[src/rtl/alu_wb.sv]
// alu_wb: ALU writeback stage sequencing single/double-width register writes and holding carry/compare flags
module alu_wb #(
  parameter int WORD    = 8,
  parameter int REGADDR = 2
) (
  input  logic               clk,
  input  logic               rst,
  input  logic               in_valid,
  output logic               in_ready,
  input  logic               in_wr_en,
  input  logic [REGADDR-1:0] in_rd,
  input  logic [WORD-1:0]    in_r,
  input  logic [WORD-1:0]    in_r_high,
  input  logic               in_r_high_en,
  input  logic               in_cout,
  input  logic               in_cout_en,
  input  logic               in_zero,
  input  logic               in_eq,
  input  logic               in_gt,
  input  logic               in_overflow,
  output logic               rf_we,
  output logic [REGADDR-1:0] rf_addr,
  output logic [WORD-1:0]    rf_data,
  output logic               carry,
  output logic               flag_zero,
  output logic               flag_eq,
  output logic               flag_gt,
  output logic               flag_ovf,
  output logic               busy
);
  typedef enum logic [1:0] {IDLE, LO, HI} state_t;
  state_t             state_q, state_d;
  logic [REGADDR-1:0] rf_addr_q, rf_addr_d;
  logic [WORD-1:0]    rf_data_q, rf_data_d, rh_q, rh_d;
  logic               rf_we_q, rf_we_d, hi_q, hi_d, carry_q, carry_d;
  logic [3:0]         flags_q, flags_d;
  logic               acc, hi_beat;
  assign in_ready = !(state_q == LO && hi_q);
  assign acc      = in_valid & in_ready;
  assign hi_beat  = state_q == LO && hi_q;
  assign rf_we    = rf_we_q;
  assign rf_addr  = rf_addr_q;
  assign rf_data  = rf_data_q;
  assign carry    = carry_q;
  assign {flag_zero, flag_eq, flag_gt, flag_ovf} = flags_q;
  assign busy     = state_q != IDLE;
  // next state, next write beat (registered outputs), captured high word and flags
  always_comb begin
    state_d   = hi_beat ? HI : acc ? LO : IDLE;
    rf_we_d   = 1'b0;
    rf_addr_d = rf_addr_q;
    rf_data_d = rf_data_q;
    rh_d      = rh_q;
    hi_d      = 1'b0;
    carry_d   = acc && in_cout_en ? in_cout : carry_q;
    flags_d   = acc ? {in_zero, in_eq, in_gt, in_overflow} : flags_q;
    if (acc) begin
      rf_we_d   = in_wr_en;
      rf_addr_d = in_rd;
      rf_data_d = in_r;
      rh_d      = in_r_high;
      hi_d      = in_wr_en & in_r_high_en;
    end else if (hi_beat) begin
      rf_we_d   = 1'b1;
      rf_addr_d = rf_addr_q + 1'b1;
      rf_data_d = rh_q;
    end
  end
  // state and datapath registers with synchronous reset
  always_ff @(posedge clk) begin
    if (rst) begin
      state_q   <= IDLE;
      rf_we_q   <= 1'b0;
      rf_addr_q <= '0;
      rf_data_q <= '0;
      rh_q      <= '0;
      hi_q      <= 1'b0;
      carry_q   <= 1'b0;
      flags_q   <= '0;
    end else begin
      state_q   <= state_d;
      rf_we_q   <= rf_we_d;
      rf_addr_q <= rf_addr_d;
      rf_data_q <= rf_data_d;
      rh_q      <= rh_d;
      hi_q      <= hi_d;
      carry_q   <= carry_d;
      flags_q   <= flags_d;
    end
  end
endmodule
[config.mk]
export PLATFORM = sky130hd
export DESIGN_NAME = alu_wb
export DESIGN_NICKNAME = d
export VERILOG_FILES = /design/src/rtl/alu_wb.sv
export SDC_FILE = /design/constraint.sdc
export NUM_CORES = 1
export LEC_CHECK = 0
export ABC_AREA = 1
export CORE_MARGIN = 2
export CORE_UTILIZATION = 48
export CTS_BUF_LIST = sky130_fd_sc_hd__clkbuf_4
export DETAILED_ROUTE_END_ITERATION = 7
export GPL_TIMING_DRIVEN = 0
export PLACE_DENSITY = 0.87
export SLEW_MARGIN = 20
export SYNTH_ARGS = -nofsm -noshare
export SYNTH_HDL_FRONTEND = slang
export SYNTH_SLANG_ARGS = --single-unit
[constraint.sdc]
create_clock -name clk -period 2.41 [get_ports clk]
set_input_delay 0.482 -clock clk [delete_from_list [all_inputs] [get_ports clk]]
set_output_delay 0.482 -clock clk [all_outputs]
set_load 0.01 [all_outputs]
**Word-level counts from Yosys, hierarchy flattened**

Index checks and enable logic that the tools add are counted.

- $add $sub $neg: 1
- Equality and inequality tests: 1
- Mux-type cells: 8
- Bitwise operators: 3
- Reduce and logical (&&, ||, !) cells: 7

Operators with widths:

| operator | number |
|---|---|
| $mux W8 | 2 |
| $mux W2 | 3 |
| $reduce_bool A2 Y1 | 2 |
| $reduce_or A2 Y1 | 2 |
| $mux W1 | 3 |
| $add A2 B1 Y2 const B | 1 |
| $and A1 B1 Y1 | 2 |
| $eq A2 B1 Y1 const B | 1 |
| $logic_and A1 B1 Y1 | 2 |
| $logic_not A1 Y1 | 1 |
| $not A1 Y1 | 1 |

- Flip-flop bits (word level): 27
- Output and inout bits: 18
- Logic and storage cells: 29

**Longest topological paths before layout**

Gate-level depths: netlist of the first run.

- Word-level depth: 6
- Gate-level depth with buffers: 6
- Depth with buffers taken out: 6

**Least setup slack after synthesis of the first run**

Ideal clock, no wire load.

- Path kind: reg2out
- Start: register state_q[0]
- End: output in_ready
- Arrival: 686 ps
- Required time: 1928 ps
- Path slack: 1242 ps
- Stages on the path, launching flop included: 3
- Cells stage by stage: dfxtp_1 nand3_4 buf_6

- Word-level cells in the longest chain between the ends: 3

RTL lines:

| element | RTL line | text |
|---|---|---|
| start: declaration | 32 | `state_t state_q, state_d;` |
| start signal: assignment | 81 | `state_q <= state_d;` |
| $eq A2 B1 Y1 | 38 | `assign in_ready = !(state_q == LO && hi_q);` |
| $logic_and A1 B1 Y1 | 38 |  |
| $logic_not A1 Y1 | 38 |  |
| end: declaration | 9 | `output logic in_ready,` |

Every way passes these cells.

**Worst setup path in the final report of the first run**

- Start: register state_q[1]
- End: output in_ready

The elaborated chain is that of the path after synthesis.

==> impl_metrics.py, run 1 <==
metrics = {
    "status": {
        "status": "finished clean",
    },
    "cts": {
        "ctsLongestPathBuffers": 2,
        "clk_pin_slew_ps": 140,
        "post_cts_buffers": 0,
        "cts_hold_buffers": 0,
        "clock_latency_ps": 320,
        "cts_buffers": 3,
        "cts_tree": "yes",
        "clockRootBuffer": "clkbuf_4",
        "htreeDepth": 1,
        "post_cts_resize_count": 0,
        "clkSinkCount": 27,
    },
    "logic_synthesis": {
        "ys_top_cells_by_area": "dfxtp_1, nand2_1, nand3_1",
        "async_reset_ff_frac": 0,
        "synth_top_cell_by_area": "dfxtp_1",
        "yosys-top-cells-count": "nand2_1, dfxtp_1, nand3_1, nor2_1, inv_1",
        "synth.distinct_cells": 22,
        "ys_ff_latch": 27,
        "synth_edf_count": 0,
        "syn_inst": 161,
        "synth.top_cell.area_share": 0.455,
        "syn_nets": 190,
        "synthesis.area_mm2": 0.00119,
        "avgSynthCellArea_um2": 7.38,
        "ys_seq_area_frac": 0.455,
        "synth.most_common_cell": "nand2_1",
        "ys.flop_type": "dfxtp_1",
        "yosysWarnings": 0,
    },
    "place": {
        "place.gp.congestion": 0.769,
        "io_buffers": 45,
        "hpwlAfterDp_mm": 2.04,
    },
    "setup_path": {
        "reg2reg_from": "state_q[0]",
        "worst_r2r_endpoint": "rf_addr[0]",
        "crit_type": "register to output port",
        "cp_data_required_time_ps": 1930,
        "arrival_ps": 1640,
        "r2r_slack_ps": 1290,
        "r2r.worst_path.cells": 5,
        "worstSetupEndpointType": "output port",
        "worst-path-max-fanout": 10,
        "startpoint_type": "register",
    },
    "final_layout": {
        "utilization": 0.707,
        "area_delta_synth_final_pct": 43.4,
        "drive_gt1_frac": 0.0905,
        "diodes": 0,
        "nets": 240,
    },
    "sta": {
        "fin_crit_ps": 2120,
        "fmax_ghz": 0.471,
        "maxSlewViolCount": 0,
        "min_period_over_period": 0.882,
        "worstMarginPinSlew_ps": 383,
        "finalHoldViolCount": 0,
        "skew_ps": 1.59,
        "relSlewSlack": 0.744,
        "tns_ps": 0,
        "setup-violations-final": 0,
        "rsz0062_at_grt": "no",
    },
    "global_route": {
        "grt_max_degree": 16,
        "grt.total_usage": 0.193,
        "grt_pass1_vias": 1013,
        "grt_overflow_total": 0,
        "grt_pass1_wl_mm": 4.01,
        "antenna_found_initial": 0,
    },
    "routing": {
        "viasPerCell": 4.74,
        "drtAntennaViolNets": 0,
        "drc": 0,
        "vias": 1138,
        "wire_per_inst_um": 10.7,
        "drt_iter0_markers": 19,
        "drt-total-wl_mm": 2.57,
        "dr.pass1.iters": 4,
    },
    "floorplan": {
        "start_util": 0.493,
        "placementRows": 18,
        "dieArea_mm2": 0.00289,
        "io_pins": 47,
        "die_w_um": 53.7,
        "die_h_um": 53.7,
        "core_mm2": 0.00241,
    },
    "worst_hold_path": {
        "hold_path_depth": 2,
        "hold_class": "register to register",
        "hp-start": "rh_q[0]",
        "worstHoldEndpoint": "rf_data[0]",
    },
    "power": {
        "p_leak_nw": 0.782,
        "cellPowerDensity_mw_per_mm2": 510,
        "vdd_drop_max_mv": 0.407,
    },
    "run": {
        "drv_cap": 0,
    },
}
## kinds of logic (layout without fill, tap and decap cells)
kind of cell | count (synthesis) | after routing | synth area share
buffers and inverters | 29 | 78 | 0.116
flip-flops | 27 | 27 | 0.455
AO/OA/AOI/OAI | 11 | 11 | 0.0495
AND/OR/NAND/NOR | 93 | 93 | 0.372
XOR/XNOR | 1 | 1 | 0.00738
## critical path, cell delays in order, from the launching register on
cell,delay (ps)
dfxtp_1,400
inv_2,60
nand3_4,140
buf_6,170
clkdlybuf4s50_1,540
## sequential cells by signal, summed over array words and instances (netlist names)
name     flops
carry        1
hi_q         1
state_q      2
rf_we        1
rh_q         8
flags_q      4
rf_data      8
rf_addr      2
## final cells by class
class	instances	area (um2)
clock buffers	3	22.5
multi-input cells	105	509
inverters	24	90.1
flip-flops and latches	27	541
fillers	205	707
clock inverters	1	5.00
repair buffers	45	450
well taps	30	37.5
plain buffers	5	47.5
## how the worst max path moves through the flow
stage | end | from | slack [ps]
2_1_floorplan | in_ready | state_q[0] | 1240
3_3_place_gp | in_ready | state_q[1] | 680
3_5_place_dp | rh_q[7] | rst | 630
4_1_cts | in_ready | state_q[1] | 280
5_1_grt | in_ready | state_q[1] | 200
6_report | in_ready | state_q[1] | 290
## layout by cell type (no fill, tap or decap), drive strengths merged
master         count
a21oi              3
inv               24
buf                5
dfxtp             27
nand3             25
nor2              26
nand4              1
clkinv             1
clkdlybuf4s50     45
clkbuf             3
xor2               1
nand2             39
nor3               1
o21ai              8
or2                1
## where the power goes
group | internal (mW) | switching [mW] | total, mW
combinational | 0.105 | 0.0771 | 0.182
sequential | 0.476 | 0.0169 | 0.492
clock | 0.0623 | 0.131 | 0.194
total | 0.643 | 0.225 | 0.868
## metal layers
| layer | GRT usage | vias to the layer above | part of all wire |
|---|---|---|---|
| met5 | 0 | - | 0 |
| met4 | 0.107 | 0 | 0.024 |
| met3 | 0.0361 | 6 | 0.050 |
| met2 | 0.350 | 40 | 0.51 |
| met1 | 0.208 | 498 | 0.42 |
| li1 | - | 594 | - |
## metrics by stage
stage	instance area (um2)	setup slack (ps)	hold WS (ps)	instances	power, mW
floorplan	1190	1240	436	161	0.584
global placement	1680	676	448	236	0.680
detailed placement	1680	633	460	236	0.686
CTS	1700	277	479	240	0.875
global route	1700	202	485	240	0.912
finish	1700	285	480	240	0.868
No activity file was read; power rests on OpenSTA's default activity.
==> run 2, diff against run 1 <==
--- a/config.mk
+++ b/config.mk
@@ -9,6 +9,7 @@
 export CORE_MARGIN = 2
 export CORE_UTILIZATION = 48
 export CTS_BUF_LIST = sky130_fd_sc_hd__clkbuf_4
+export CTS_CLUSTER_DIAMETER = 100
 export DETAILED_ROUTE_END_ITERATION = 7
 export GPL_TIMING_DRIVEN = 0
 export PLACE_DENSITY = 0.87
==> results of run 2 <==
Same layout as run 1: the final DEF is identical, and so are final timing and power.
==> run 3, diff against run 2 <==
--- a/config.mk
+++ b/config.mk
@@ -12,7 +12,7 @@
 export CTS_CLUSTER_DIAMETER = 100
 export DETAILED_ROUTE_END_ITERATION = 7
 export GPL_TIMING_DRIVEN = 0
-export PLACE_DENSITY = 0.87
+export PLACE_DENSITY = 0.84
 export SLEW_MARGIN = 20
 export SYNTH_ARGS = -nofsm -noshare
 export SYNTH_HDL_FRONTEND = slang
==> run 3 against run 2 <==
Fmax down 1.2%. Design area grew 0.15%. Die area stayed put. Worst hold slack lost 4.1 ps. Largest cell class unchanged. Clock skew about the same. Critical endpoint unchanged. Sequential cell count stayed put.
==> impl_metrics.py, run 3 (same netlist as run 1, synthesis figures left out) <==
metrics = {
    "power": {
        "p_leak_nw": 0.783,
        "cellPowerDensity_mw_per_mm2": 516,
        "vdd_drop_max_mv": 0.445,
        "p_total_uw": 881,
    },
    "cts": {
        "cts_hold_buffers": 0,
        "clock_latency_ps": 320,
        "clkSinkCount": 27,
        "clockRootBuffer": "clkbuf_4",
        "htreeDepth": 1,
        "post_cts_buffers": 0,
        "clk_pin_slew_ps": 140,
        "cts_tree": "yes",
        "ctsLongestPathBuffers": 2,
        "post_cts_resize_count": 0,
        "cts_buffers": 3,
    },
    "floorplan": {
        "core_mm2": 0.00241,
        "die_w_um": 53.7,
        "start_util": 0.493,
        "placementRows": 18,
        "die_h_um": 53.7,
        "io_pins": 47,
        "dieArea_mm2": 0.00289,
    },
    "setup_path": {
        "critPathLaunch": "state_q[1]",
        "worstSetupEndpointType": "output port",
        "r2r_slack_ps": 1230,
        "path_cells": "inv_2 > nand3_4 > buf_6 > clkdlybuf4s50_1",
        "cp_top_family": "buffers and inverters",
        "cp_slowest_cell": "clkdlybuf4s50_1",
        "reg2reg_from": "state_q[0]",
        "slowest_delay_ps": 560,
        "startpoint_type": "register",
        "r2r.worst_path.cells": 5,
        "worst-path-max-fanout": 10,
        "worst_r2r_endpoint": "rf_addr[0]",
        "crit_type": "register to output port",
        "path_buf_inv": 3,
        "cp_data_required_time_ps": 1930,
        "arrival_ps": 1670,
    },
    "final_layout": {
        "nets": 240,
        "drive_gt1_frac": 0.0905,
        "multi_input_area_um2": 509,
        "final_common_cell": "clkdlybuf4s50_1",
        "instances_no_fill": 240,
        "area_delta_synth_final_pct": 43.6,
        "seq_area_um2": 541,
        "layout_common_cells": "clkdlybuf4s50_1, nand2_1, dfxtp_1, nor2_1, nand3_1",
        "utilization": 0.708,
        "diodes": 0,
        "fillers": 193,
    },
    "worst_hold_path": {
        "hold_path_depth": 2,
        "worstHoldEndpoint": "rf_data[0]",
        "hp-start": "rh_q[0]",
        "hold_class": "register to register",
    },
    "sta": {
        "min_period_over_period": 0.892,
        "skew_ps": 1.50,
        "finalHoldViolCount": 0,
        "rsz0062_at_grt": "no",
        "maxSlewViolCount": 0,
        "setup-violations-final": 0,
        "worstMarginPinSlew_ps": 372,
        "tns_ps": 0,
        "fin_crit_ps": 2150,
        "hold_ws_ps": 476,
        "fmax_ghz": 0.465,
        "relSlewSlack": 0.751,
    },
    "routing": {
        "dr.pass1.iters": 4,
        "viasPerCell": 4.68,
        "drt-total-wl_mm": 2.68,
        "vias": 1122,
        "drc": 0,
        "drtAntennaViolNets": 0,
        "wire_per_inst_um": 11.2,
        "drt_iter0_markers": 11,
    },
    "global_route": {
        "grt_max_degree": 15,
        "grt_pass1_vias": 1027,
        "grt_pass1_wl_mm": 4.40,
        "grt.total_usage": 0.208,
        "antenna_found_initial": 0,
        "grt_overflow_total": 0,
    },
    "place": {
        "dp_cells": 236,
        "io_buffers": 45,
        "hpwlAfterDp_mm": 2.15,
        "place.gp.congestion": 0.754,
    },
    "status": {
        "status": "finished clean",
    },
    "run": {
        "drv_cap": 0,
    },
}
-- run 3: cell count changes in the layout (fill, tap and decap cells not counted), sizes merged --
cell	delta
clkbuf	+1
clkinv	-1
-- run 3: tightest hold or removal path, stage by stage (launching register included) --
cell	delay (ps)
dfxtp_1	350
nand2_2	70
a21oi_2	40
-- run 3: routing by layer --
metal,wire (um),vias up,part of all wire,GRT usage
li1,-,592,-,-
met1,1120,494,0.42,0.244
met2,1410,34,0.53,0.372
met3,130,2,0.049,0.0306
met4,24,0,0.0090,0.0940
met5,0,-,0,0
-- run 3: stage by stage --
step	area [um2]	setup slack, ps
6_report	1710	260
5_1_grt	1710	154
3_5_place_dp	1680	626
2_1_floorplan	1190	1240
4_1_cts	1710	252
3_3_place_gp	1680	680
-- run 3: layout make-up --
| type | count | area share |
|---|---|---|
| multi-input combinational | 105 | 0.299 |
| buffer | 5 | 0.0279 |
| inverter | 24 | 0.0528 |
| clock buffer | 4 | 0.0176 |
| timing repair buffer | 45 | 0.264 |
| tap | 30 | 0.0220 |
| sequential | 27 | 0.317 |
-- run 3: worst max-delay path by stage --
stage | cells after the start | slack (ps) | end
finish | 4 | 260 | in_ready
global placement | 4 | 680 | in_ready
floorplan | 2 | 1240 | in_ready
detailed placement | 4 | 630 | in_ready
global route | 4 | 150 | in_ready
CTS | 4 | 250 | in_ready
-- run 3: power by group --
part	leakage (nW)	internal, mW	total [mW]	switching (mW)
clock network	0.0184	0.0761	0.205	0.129
logic	0.541	0.105	0.183	0.0777
registers	0.223	0.475	0.493	0.0174
total	0.783	0.657	0.881	0.224
